--- config.mk ---
export PLATFORM = sky130hd
export DESIGN_NAME = alu_mult_seq
export DESIGN_NICKNAME = d
export VERILOG_FILES = /design/src/rtl/mult_pkg.sv /design/src/rtl/alu_mult_seq.sv
export SDC_FILE = /design/constraint.sdc
export NUM_CORES = 1
export LEC_CHECK = 0
export BUFFER_PORTS_ARGS = -buffer_cell sky130_fd_sc_hd__buf_2
export CAP_MARGIN = 20
export CORE_ASPECT_RATIO = 2
export CORE_MARGIN = 5
export CORE_UTILIZATION = 50
export CTS_BUF_LIST = sky130_fd_sc_hd__clkbuf_16
export CTS_CLUSTER_DIAMETER = 150
export CTS_CLUSTER_SIZE = 40
export DETAILED_ROUTE_END_ITERATION = 6
export PLACE_DENSITY = 0.95
export SLEW_MARGIN = 10
export SYNTH_ARGS = -nofsm -noshare
export SYNTH_HDL_FRONTEND = slang
export SYNTH_SLANG_ARGS = --single-unit
--- constraint.sdc ---
create_clock -name clk -period 2.7 [get_ports clk]
set_input_delay 0.405 -clock clk [delete_from_list [all_inputs] [get_ports clk]]
set_output_delay 0.405 -clock clk [all_outputs]
set_load 0.01 [all_outputs]
--- src/rtl/mult_pkg.sv ---
// Shared definitions for the shift-add multiplier: FSM states, ALU select codes, iteration count.
// The signed fix-up states exist only when ALU_MULT_SIGNED_EN is defined.
package mult_pkg;

    localparam int MULT_ITER = 32;

    localparam logic [2:0] ALU_ADD = 3'b000;
    localparam logic [2:0] ALU_XOR = 3'b001;
    localparam logic [2:0] ALU_SUB = 3'b010;
    localparam logic [2:0] ALU_MUL = 3'b011;
    localparam logic [2:0] ALU_SLT = 3'b100;
    localparam logic [2:0] ALU_NOR = 3'b101;
    localparam logic [2:0] ALU_AND = 3'b110;
    localparam logic [2:0] ALU_OR  = 3'b111;

    typedef enum logic [2:0] {
        ST_IDLE   = 3'd0,
        ST_RUN    = 3'd1,
        ST_DONE   = 3'd2
`ifdef ALU_MULT_SIGNED_EN
        ,
        ST_SGN_A  = 3'd3,
        ST_SGN_B  = 3'd4,
        ST_NEG_LO = 3'd5,
        ST_NEG_HI = 3'd6,
        ST_INC_HI = 3'd7
`endif
    } state_e;

    // The ALU does not export its carry, so it is rebuilt from the operand and sum MSBs.
    function automatic logic add_carry(input logic a_msb, input logic b_msb, input logic sum_msb);
        return (a_msb & b_msb) | ((a_msb | b_msb) & ~sum_msb);
    endfunction

endpackage

--- src/rtl/alu_mult_seq.sv ---
// Multi-cycle shift-add multiplier that borrows the execute-stage ALU through the alu_* ports.
// Define ALU_MULT_SIGNED_EN to add the signed (MULT) magnitude/negate fix-up states.
module alu_mult_seq
    import mult_pkg::*;
#(
    parameter int WIDTH = 32,
    parameter int CNT_W = 6
) (
    input  logic             clk,
    input  logic             rst_n,
    input  logic             start,
    input  logic [WIDTH-1:0] op_a,
    input  logic [WIDTH-1:0] op_b,
    input  logic             mult_signed,
    output logic             busy,
    output logic             done,
    output logic [WIDTH-1:0] hi,
    output logic [WIDTH-1:0] lo,
    output logic [WIDTH-1:0] alu_a,
    output logic [WIDTH-1:0] alu_b,
    output logic [2:0]       alu_sel,
    input  logic [WIDTH-1:0] alu_out
);

    state_e             state_q, state_d;
    logic [WIDTH-1:0]   mcand_q, mcand_d;
    logic [WIDTH-1:0]   hi_q, hi_d;
    logic [WIDTH-1:0]   lo_q, lo_d;
    logic [CNT_W-1:0]   cnt_q, cnt_d;
    logic [WIDTH-1:0]   sum;
    logic               carry;
`ifdef ALU_MULT_SIGNED_EN
    logic               sgn_q, sgn_d;
    logic               neg_q, neg_d;
`else
    logic               unused_mult_signed;
    assign unused_mult_signed = mult_signed;
`endif

    // NOTE: every signal written here gets a default first, so no path can infer a latch.
    always_comb begin
        state_d = state_q;
        mcand_d = mcand_q;
        hi_d    = hi_q;
        lo_d    = lo_q;
        cnt_d   = cnt_q;
        alu_a   = '0;
        alu_b   = '0;
        alu_sel = ALU_ADD;
        sum     = hi_q;
        carry   = 1'b0;
`ifdef ALU_MULT_SIGNED_EN
        sgn_d   = sgn_q;
        neg_d   = neg_q;
`endif

        case (state_q)
            ST_IDLE, ST_DONE: begin
                state_d = ST_IDLE;
                if (start) begin
                    mcand_d = op_a;
                    lo_d    = op_b;
                    hi_d    = '0;
                    cnt_d   = '0;
                    state_d = ST_RUN;
`ifdef ALU_MULT_SIGNED_EN
                    sgn_d   = mult_signed;
                    neg_d   = mult_signed & (op_a[WIDTH-1] ^ op_b[WIDTH-1]);
                    if (mult_signed) state_d = ST_SGN_A;
`endif
                end
            end

            ST_RUN: begin
                alu_a = hi_q;
                alu_b = mcand_q;
                if (lo_q[0]) begin
                    sum   = alu_out;
                    carry = add_carry(hi_q[WIDTH-1], mcand_q[WIDTH-1], alu_out[WIDTH-1]);
                end
                hi_d  = {carry, sum[WIDTH-1:1]};
                lo_d  = {sum[0], lo_q[WIDTH-1:1]};
                cnt_d = cnt_q + CNT_W'(1);
                if (cnt_q == CNT_W'(MULT_ITER - 1)) begin
                    state_d = ST_DONE;
`ifdef ALU_MULT_SIGNED_EN
                    if (sgn_q) state_d = ST_NEG_LO;
`endif
                end
            end

`ifdef ALU_MULT_SIGNED_EN
            // Operands are reduced to magnitudes; 0x80000000 negates to itself = 2^31 unsigned.
            ST_SGN_A: begin
                alu_sel = ALU_SUB;
                alu_b   = mcand_q;
                if (mcand_q[WIDTH-1]) mcand_d = alu_out;
                state_d = ST_SGN_B;
            end

            ST_SGN_B: begin
                alu_sel = ALU_SUB;
                alu_b   = lo_q;
                if (lo_q[WIDTH-1]) lo_d = alu_out;
                state_d = ST_RUN;
            end

            // 64-bit negate as ~{hi,lo}+1: lo = 0-lo, hi = ~hi, then carry into hi when lo wrapped to 0.
            ST_NEG_LO: begin
                alu_sel = ALU_SUB;
                alu_b   = lo_q;
                if (neg_q) lo_d = alu_out;
                state_d = ST_NEG_HI;
            end

            ST_NEG_HI: begin
                alu_sel = ALU_NOR;
                alu_a   = hi_q;
                alu_b   = hi_q;
                if (neg_q) hi_d = alu_out;
                state_d = ST_INC_HI;
            end

            ST_INC_HI: begin
                alu_sel = ALU_ADD;
                alu_a   = hi_q;
                alu_b   = WIDTH'(1);
                if (neg_q && (lo_q == '0)) hi_d = alu_out;
                state_d = ST_DONE;
            end
`endif

            default: state_d = ST_IDLE;
        endcase
    end

    // NOTE: state registers use non-blocking assignments so all updates see pre-edge values.
    always_ff @(posedge clk or negedge rst_n) begin
        if (!rst_n) begin
            state_q <= ST_IDLE;
            mcand_q <= '0;
            hi_q    <= '0;
            lo_q    <= '0;
            cnt_q   <= '0;
`ifdef ALU_MULT_SIGNED_EN
            sgn_q   <= 1'b0;
            neg_q   <= 1'b0;
`endif
        end else begin
            state_q <= state_d;
            mcand_q <= mcand_d;
            hi_q    <= hi_d;
            lo_q    <= lo_d;
            cnt_q   <= cnt_d;
`ifdef ALU_MULT_SIGNED_EN
            sgn_q   <= sgn_d;
            neg_q   <= neg_d;
`endif
        end
    end

    assign busy = !(state_q inside {ST_IDLE, ST_DONE});
    assign done = (state_q == ST_DONE);
    assign hi   = hi_q;
    assign lo   = lo_q;

endmodule

==> impl_metrics.csv, run 1 <==
group,metric,value,unit
clocking,h-tree-depth,3,
routing,wl_per_cell,16.5,um
run,drv_cap,0,
clocking,cts_inserted_buffers,9,
grt,grt_antenna_before_repair,1,
clocking,cts-root-buf,"clkbuf_16",
synthesis,synth_area_leaders,"dfrtp_1 (53%), nand2_1 (10%), and2_1 (8.1%), mux2i_1 (6.7%), o2bb2ai_1 (5.5%)",
setup_path,arrival,1.88,ns
synthesis,ys_types,32,
power,power.density,666,mW/mm^2
clocking,cts_resized,0,
clocking,cts_tree,"done",
setup_path,path_max_fanout,74,
sta,rsz0062_at_grt,"no",
clocking,clk_latency,0.34,ns
floorplan,core.rowCount,51,
grt,grt_pass1_wl,21700,um
grt,grt_use_total,23.0,%
synthesis,yosys-top-cells-count,"nand2_1 (133), dfrtp_1 (104), and2_1 (64)",
synthesis,yosys_warnings,0,
clocking,cts.path.max_buffers,2,
floorplan,ios,233,
layout,fillers,782,
sta,hold_viol_final,0,
synthesis,synth-main-ff-cell,"dfrtp_1",
routing,dr.pass1.iters,5,
sta,period_share,84.6,%
run_status,outcome,"finished, final reports clean",
clocking,cts_sinks,104,
sta,final-setup-viol-count,0,
placement,dp.final_hpwl,10300,um
sta,fin_hold_ws,0.0741,ns
layout,areaGrowthSynthToFinish,30.0,%
power,ir_drop,0.413,mV
synthesis,syn_inst,500,
placement,port_buffers,228,
sta,worst_pin_slew,0.878,ns
setup_path,cp.required,2.30,ns
synthesis,syn_avg_cell_area,9.90,um^2
synthesis,synth_seq_cells,104,
synthesis,async_flop_share,100,%
floorplan,die_h,151,um
routing,drt-initial-drc-count,159,
grt,grt_start_max_net_pins,75,
synthesis,synth.most_common_cell,"nand2_1",
routing,drc,0,
clocking,cts_setup_buffers,0,
sta,max_freq,438,MHz
routing,ant_nets,0,
sta,fin_setup_tns,0,ns
setup_path,crit_path_end_kind,"output pin",
layout,drive_above_1_share,36.3,%
layout,nNetsFinal,806,
clocking,hold_buffers,0,
sta,finClkSkew,0.0115,ns
floorplan,fp.dieW,80.4,um
floorplan,core,0.00970,mm^2
synthesis,syn_area,0.00495,mm^2
floorplan,die-area,0.0121,mm^2
setup_path,crit_type,"flop to output pin",
grt,grt_pass1_vias,4590,
floorplan,start_util,51.0,%
sta,maxSlewHeadroom,41.4,%
synthesis,synth_edf_count,0,
setup_path,start_kind,"flop",
routing,wl,13900,um
routing,via_per_inst,5.30,
sta,finalCriticalPeriod,2.28,ns
layout,fin_util,66.3,%
grt,overflow,0,
min_path,min_path_type,"primary input to async pin",
sta,maxSlewViolCount,0,
synthesis,yosysTopAreaCellShare,52.6,%
routing,num_vias,4470,
synthesis,yosysSeqAreaShare,52.6,%
placement,gp_congestion,0.825,
power,p_leak,3.40,nW
synthesis,synth_top_area_cell,"dfrtp_1",
clocking,path_clk_slew,0.07,ns
## logic make-up after synthesis
kind of cell / after synthesis / share of synthesized area [%]
DFF: 104 / 52.6
AOI/OAI and AO/OA: 71 / 11.7
muxes: 34 / 6.90
and+or+nand+nor: 241 / 23.1
adders and majority gates: 2 / 0.455
xor gates and xnor gates: 1 / 0.177
other: 1 / 0.0757
buffers and inverters: 46 / 5.03
## cell usage in the layout, fill, tap and decap left out, types with 3 or more instances in the layout
master,n
buf_2,227
nand2_1,133
dfrtp_1,103
and2_1,64
nand3_1,34
mux2i_1,33
o2bb2ai_1,31
a22oi_1,31
clkbuf_16,9
buf_4,9
inv_1,3
conb_1,3
## registers in the layout, summed over array words and instances (netlist names)
register and flops:
state_q 2, lo 32, cnt_q 6, hi 32
mcand_q 32
## path summary, 6_finish.rpt
kind                               end  depth (start not counted)  slack [ns]         from
min                              hi[8]                          1        0.07        rst_n
min reg2reg                mcand_q[15]                          2        0.47  mcand_q[15]
min in group clk            mcand_q[6]                          3        0.25      op_a[6]
max                           alu_b[1]                          3        0.42   state_q[0]
max reg2reg                   cnt_q[4]                          3        0.79   state_q[0]
max in group asynchronous        lo[3]                          2        1.91        rst_n
## power by group
| group | switching, mW | internal, mW | leakage (nW) |
|---|---|---|---|
| combinational | 0.476 | 0.463 | 1.98 |
| sequential | 0.207 | 1.76 | 1.26 |
| clock | 0.567 | 0.814 | 0.163 |
| total | 1.25 | 3.04 | 3.40 |
## area by class of cell
type	instances	area (um^2)	area share [%]
antenna	1	2.50	0.0389
tap	132	165	2.57
clock inverter	7	93.8	1.46
clock buffer	9	225	3.50
timing repair buffer	237	1220	19.0
sequential	104	2600	40.5
inverter	1	3.75	0.0583
multi-input combinational	352	2120	32.9
## per-layer routing
metal  track usage [%]  share of wire, %  vias to the layer above
met5                 0                 0                        -
met4              11.6               3.7                        0
met3              5.03               6.5                       43
met2              41.0                54                      202
met1              25.1                36                     2125
li1                  -                 -                     2100
## through the flow
stage	power, mW	setup slack [ns]	instance area (um^2)	std cells
after floorplan	2.43	1.22	4960	502
after global placement	2.89	0.819	6110	826
after detailed placement	2.94	0.736	6110	826
after CTS	4.33	0.361	6430	842
after global routing	4.51	0.250	6430	843
final	4.29	0.416	6430	843
## critical path: stages, from the launching register on
cell     delay, ns
dfrtp_1       0.48
and2b_4       0.68
and2_1        0.24
buf_2         0.13
(Power assumes the default switching activity.)
==> run 2: changes to the inputs <==
--- a/config.mk
+++ b/config.mk
@@ -9,12 +9,12 @@
 export CAP_MARGIN = 20
 export CORE_ASPECT_RATIO = 2
 export CORE_MARGIN = 5
-export CORE_UTILIZATION = 50
+export CORE_UTILIZATION = 47
 export CTS_BUF_LIST = sky130_fd_sc_hd__clkbuf_16
 export CTS_CLUSTER_DIAMETER = 150
 export CTS_CLUSTER_SIZE = 40
 export DETAILED_ROUTE_END_ITERATION = 6
-export PLACE_DENSITY = 0.95
+export PLACE_DENSITY = 0.92
 export SLEW_MARGIN = 10
 export SYNTH_ARGS = -nofsm -noshare
 export SYNTH_HDL_FRONTEND = slang
==> constraint.sdc (replaced) <==
create_clock -name clk -period 2.3 [get_ports clk]
set_input_delay 0.345 -clock clk [delete_from_list [all_inputs] [get_ports clk]]
set_output_delay 0.345 -clock clk [all_outputs]
set_load 0.01 [all_outputs]
==> impl_metrics.csv, run 2 (synthesized netlist as in run 1, its figures left out) <==
group,metric,value,unit
run_status,outcome,"finished, final reports clean",
floorplan,core,0.0104,mm^2
placement,port_buffers,228,
clocking,cts-root-buf,"clkbuf_16",
power,combPwrFrac,21.9,%
sta,period_share,89.5,%
power,clkPwrFrac,32.0,%
setup_path,crit_buf_inv,1,
layout,areaGrowthSynthToFinish,31.2,%
routing,wl,14000,um
layout,layout_commonest_cell,"buf_2",
placement,place_inst,837,
min_path,min_to,"mcand_q[24]",
setup_path,cp.required,1.96,ns
layout,multiInputGateArea,0.00213,mm^2
setup_path,r2r_start,"state_q[0]",
placement,dp.final_hpwl,9960,um
floorplan,fp.dieW,82.6,um
run,drv_cap,0,
layout,diodes,0,
grt,overflow,0,
power,power,5.00,mW
grt,grt_antenna_before_repair,1,
grt,grt_use_total,21.0,%
power,power.density,770,mW/mm^2
grt,grt_pass1_vias,4388,
min_path,min_path_type,"primary input to flop",
power,p_leak,3.43,nW
clocking,cts.path.max_buffers,2,
layout,nNetsFinal,814,
clocking,cts_sinks,104,
layout,fillers,903,
sta,final-setup-viol-count,0,
routing,wl_per_cell,16.4,um
sta,finalCriticalPeriod,2.06,ns
min_path,min_from,"op_a[24]",
placement,gp_congestion,0.847,
setup_path,arrival,1.71,ns
sta,finClkSkew,0.0112,ns
routing,drc,0,
layout,finalNonFillerCells,854,
setup_path,crit_path_end_kind,"output pin",
power,ir_drop,0.507,mV
min_path,hold-path-cell-count,3,
clocking,cts_inserted_buffers,9,
power,internal_power,3.56,mW
layout,drive_above_1_share,36.8,%
layout,seqCellArea,0.00260,mm^2
clocking,clk_latency,0.34,ns
floorplan,die-area,0.0128,mm^2
sta,worst_pin_slew,0.566,ns
sta,maxSlewHeadroom,62.3,%
setup_path,r2r_slack,0.55,ns
setup_path,crit_path_max_incr_delay,0.53,ns
setup_path,r2r_end,"cnt_q[4]",
clocking,path_clk_slew,0.07,ns
routing,drt-initial-drc-count,142,
floorplan,ios,233,
routing,ant_nets,0,
grt,grt_start_max_net_pins,72,
sta,maxSlewViolCount,0,
power,pwr-share-seq,46.1,%
sta,hold_viol_final,0,
layout,fin_util,62.4,%
grt,grt_pass1_wl,21100,um
sta,fin_setup_tns,0,ns
floorplan,start_util,47.6,%
floorplan,core.rowCount,53,
power,p_sw,1.44,mW
sta,rsz0062_at_grt,"no",
sta,max_freq,486,MHz
power,p_sw_share,28.8,%
setup_path,crit_chain,"and2b_4 -> and2_1 -> buf_2",
setup_path,start_kind,"flop",
clocking,cts_tree,"done",
routing,via_per_inst,5.23,
clocking,cts_setup_buffers,0,
clocking,h-tree-depth,3,
setup_path,cpMaxStageDelayCell,"and2b_4",
routing,num_vias,4470,
floorplan,die_h,155,um
setup_path,r2r_cells,4,
setup_path,path_max_fanout,35,
layout,final_cell_mix,"buf_2 (227), nand2_1 (133), dfrtp_1 (103)",
routing,dr.pass1.iters,4,
setup_path,crit_family,"simple AND/OR/NAND/NOR gates",
setup_path,crit_type,"flop to output pin",
## run 2: worst max path at each step
stage                           from        end  slack [ns]  cells after the start
after CTS                 state_q[0]  alu_b[27]        0.03                      3
after global placement    state_q[0]  alu_b[27]        0.46                      3
final                     state_q[0]  alu_b[18]        0.24                      3
after global routing      state_q[0]  alu_b[10]        0.16                      3
after floorplan           state_q[1]  alu_a[10]        0.88                      4
after detailed placement  state_q[0]  alu_b[27]        0.41                      3
## run 2: power groups by stage
stage,Clock [mW],Combinational [mW],Sequential (mW)
final,1.60,1.10,2.30
after detailed placement,0,1.11,2.33
after global placement,0,1.08,2.33
after global routing,1.72,1.21,2.34
after CTS,1.64,1.12,2.30
after floorplan,0,0.490,2.37
## run 2: metal layers
metal	share of wire, %	track usage [%]	up-vias
met3	7.5	4.92	33
met4	2.7	7.95	2
met1	36	24.5	2143
met2	54	36.6	182
met5	0.050	0	-
li1	-	-	2110
## run 2: layout make-up
class,instances,share of cell area (%)
Clock inverter,6,1.31
Timing Repair Buffer,244,19.7
Sequential cell,104,40.1
Inverter,1,0.0578
Clock buffer,9,3.47
Multi-Input combinational cell,353,32.7
Tap cell,137,2.64
## run 2: repair_timing
action | 4_1_cts | 5_1_grt
hold buffers | 1 | 0
resized for setup | 0 | 2
hold endpoints to repair | 21 | 0
setup endpoints to repair | 0 | 63
## run 2: tightest hold or removal path, delay by kind of cell
kind	cells	cell delay, ns
buffers and inverters	1	0.07
AND/OR/NAND/NOR	2	0.08
## run 2: stage by stage
| stage | cell area [um^2] | hold WS, ns | setup WS (ns) |
|---|---|---|---|
| final | 6490 | 0.193 | 0.241 |
| after floorplan | 4960 | 0.0494 | 0.877 |
| after detailed placement | 6160 | 0.263 | 0.406 |
| after CTS | 6480 | 0.181 | 0.0325 |
| after global placement | 6160 | 0.260 | 0.462 |
| after global routing | 6490 | 0.178 | 0.161 |
==> run 3: changes to the inputs <==
--- a/config.mk
+++ b/config.mk
@@ -14,7 +14,9 @@
 export CTS_CLUSTER_DIAMETER = 150
 export CTS_CLUSTER_SIZE = 40
 export DETAILED_ROUTE_END_ITERATION = 6
+export GPL_ROUTABILITY_DRIVEN = 0
 export PLACE_DENSITY = 0.92
+export RECOVER_POWER = 50
 export SLEW_MARGIN = 10
 export SYNTH_ARGS = -nofsm -noshare
 export SYNTH_HDL_FRONTEND = slang
==> constraint.sdc (replaced) <==
create_clock -name clk -period 2.2 [get_ports clk]
set_input_delay 0.33 -clock clk [delete_from_list [all_inputs] [get_ports clk]]
set_output_delay 0.33 -clock clk [all_outputs]
set_load 0.01 [all_outputs]
==> impl_metrics.csv, run 3 (synthesized netlist as in run 1, its figures left out) <==
group,metric,value,unit
run_status,outcome,"finished, final reports clean",
setup_path,crit_buf_inv,2,
power,clkPwrFrac,30.4,%
clocking,h-tree-depth,3,
placement,dp.final_hpwl,9940,um
sta,fin_hold_ws,0.173,ns
power,internal_power,3.49,mW
floorplan,core,0.0104,mm^2
placement,port_buffers,228,
setup_path,crit_path_end_kind,"output pin",
floorplan,fp.dieW,82.6,um
floorplan,die_h,155,um
routing,wl,13600,um
layout,final_cell_mix,"buf_2 (183), nand2_1 (133), dfrtp_1 (102)",
grt,grt_start_max_net_pins,105,
sta,worst_pin_slew,1.41,ns
power,p_sw,1.58,mW
setup_path,arrival,1.83,ns
clocking,cts_inserted_buffers,9,
sta,hold_viol_final,0,
layout,nNetsFinal,810,
layout,areaGrowthSynthToFinish,29.1,%
clocking,path_clk_slew,0.08,ns
routing,drt-initial-drc-count,180,
setup_path,r2r_slack,0.14,ns
power,p_sw_share,31.1,%
clocking,hold_buffers,0,
clocking,cts_setup_buffers,0,
grt,grt_pass1_vias,4385,
setup_path,crit_chain,"and2b_4 -> buf_12 -> and2_1 -> buf_2",
floorplan,start_util,47.6,%
sta,fin_setup_tns,0,ns
clocking,cts_sinks,104,
layout,diodes,0,
run,drv_cap,0,
floorplan,core.rowCount,53,
routing,wl_per_cell,16.0,um
routing,num_vias,4446,
layout,fillers,926,
grt,grt_use_total,21.6,%
setup_path,crit_type,"flop to output pin",
setup_path,start_kind,"flop",
sta,maxSlewViolCount,0,
setup_path,crit_path_max_incr_delay,0.58,ns
grt,overflow,0,
min_path,min_path_type,"primary input to flop",
power,combPwrFrac,22.0,%
layout,fin_util,61.4,%
setup_path,crit_family,"simple AND/OR/NAND/NOR gates",
clocking,cts_tree,"done",
grt,grt_pass1_wl,21700,um
sta,rsz0062_at_grt,"yes",
power,power.density,792,mW/mm^2
sta,finalCriticalPeriod,2.16,ns
power,pwr-share-seq,47.6,%
sta,finClkSkew,0.00891,ns
grt,grt_antenna_before_repair,1,
routing,dr.pass1.iters,4,
routing,ant_nets,0,
sta,period_share,98.3,%
setup_path,cpMaxStageDelayCell,"and2b_4",
setup_path,path_max_fanout,42,
setup_path,cp.required,1.87,ns
clocking,clk_latency,0.34,ns
power,power,5.07,mW
floorplan,die-area,0.0128,mm^2
clocking,cts.path.max_buffers,2,
sta,max_freq,462,MHz
clocking,cts-root-buf,"clkbuf_16",
layout,drive_above_1_share,31.2,%
sta,maxSlewHeadroom,6.27,%
routing,via_per_inst,5.22,
floorplan,ios,233,
power,p_leak,3.27,nW
routing,drc,0,
power,ir_drop,0.511,mV
sta,final-setup-viol-count,0,
layout,layout_commonest_cell,"buf_2",
run 3: cell types whose count changed in the layout (fill, tap and decap cells not counted), moves of 2 or more:
cell | previous run | this run
buf_2 | 227 | 183
buf_6 | 0 | 2
clkbuf_1 | 0 | 43
buf_4 | 15 | 9
bufinv_16 | 2 | 0
clkbuf_4 | 0 | 2
inv_8 | 0 | 2
run 3: cell type report:
type / count / area, um^2 / area share (%)
well taps: 137 / 171 / 2.68
flip-flops and latches: 104 / 2610 / 40.7
clock buffers: 9 / 225 / 3.52
inverters: 1 / 3.75 / 0.0587
repair buffers: 241 / 1210 / 18.9
clock inverters: 7 / 61.3 / 0.959
multi-input cells: 352 / 2120 / 33.2
run 3: routing by layer:
layer | vias to the layer above | GRT usage, % | routed length (um) | part of all wire, %
met5 | - | 0 | 18 | 0.13
met4 | 2 | 8.57 | 442 | 3.2
met3 | 39 | 4.35 | 973 | 7.1
met2 | 192 | 37.5 | 7210 | 53
met1 | 2108 | 25.3 | 4980 | 37
li1 | 2105 | - | - | -
run 3: what timing repair did:
item,4_1_cts,5_1_grt
resized for setup,2,2
endpoints found under the setup margin,18,30
gates cloned,0,0
pin swaps,0,0
run 3: worst paths after layout:
kind	from	cells past startpoint	to
worst max-delay path	state_q[1]	4	alu_a[18]
worst min-delay path	op_a[30]	3	mcand_q[30]
worst max register to register	state_q[0]	4	lo[1]
worst min register to register	mcand_q[28]	2	mcand_q[28]
max in group asynchronous	rst_n	2	lo[0]
min in group asynchronous	rst_n	2	hi[7]
run 3: power by group through the flow:
stage	Sequential (mW)	Combinational, mW	Clock [mW]
floorplan	2.47	0.512	0
global placement	2.43	1.13	0
detailed placement	2.44	1.17	0
CTS	2.40	1.17	1.58
global route	2.45	1.24	1.67
finish	2.41	1.11	1.54
run 3: per-stage QoR:
stage,setup slack [ns],instance area [um^2],cells
after floorplan,0.792,4960,502
after global placement,0.392,6170,835
after detailed placement,0.350,6170,835
after CTS,0.00533,6470,851
after global routing,-0.0567,6390,851
final,0.0371,6390,851
run 3: worst reg2reg max path, stage by stage (launching register included):
cell and delay [ns]:
dfrtp_2 0.46, nor2b_4 0.15, clkbuf_2 0.99, a22oi_1 0.27
nand2_1 0.13
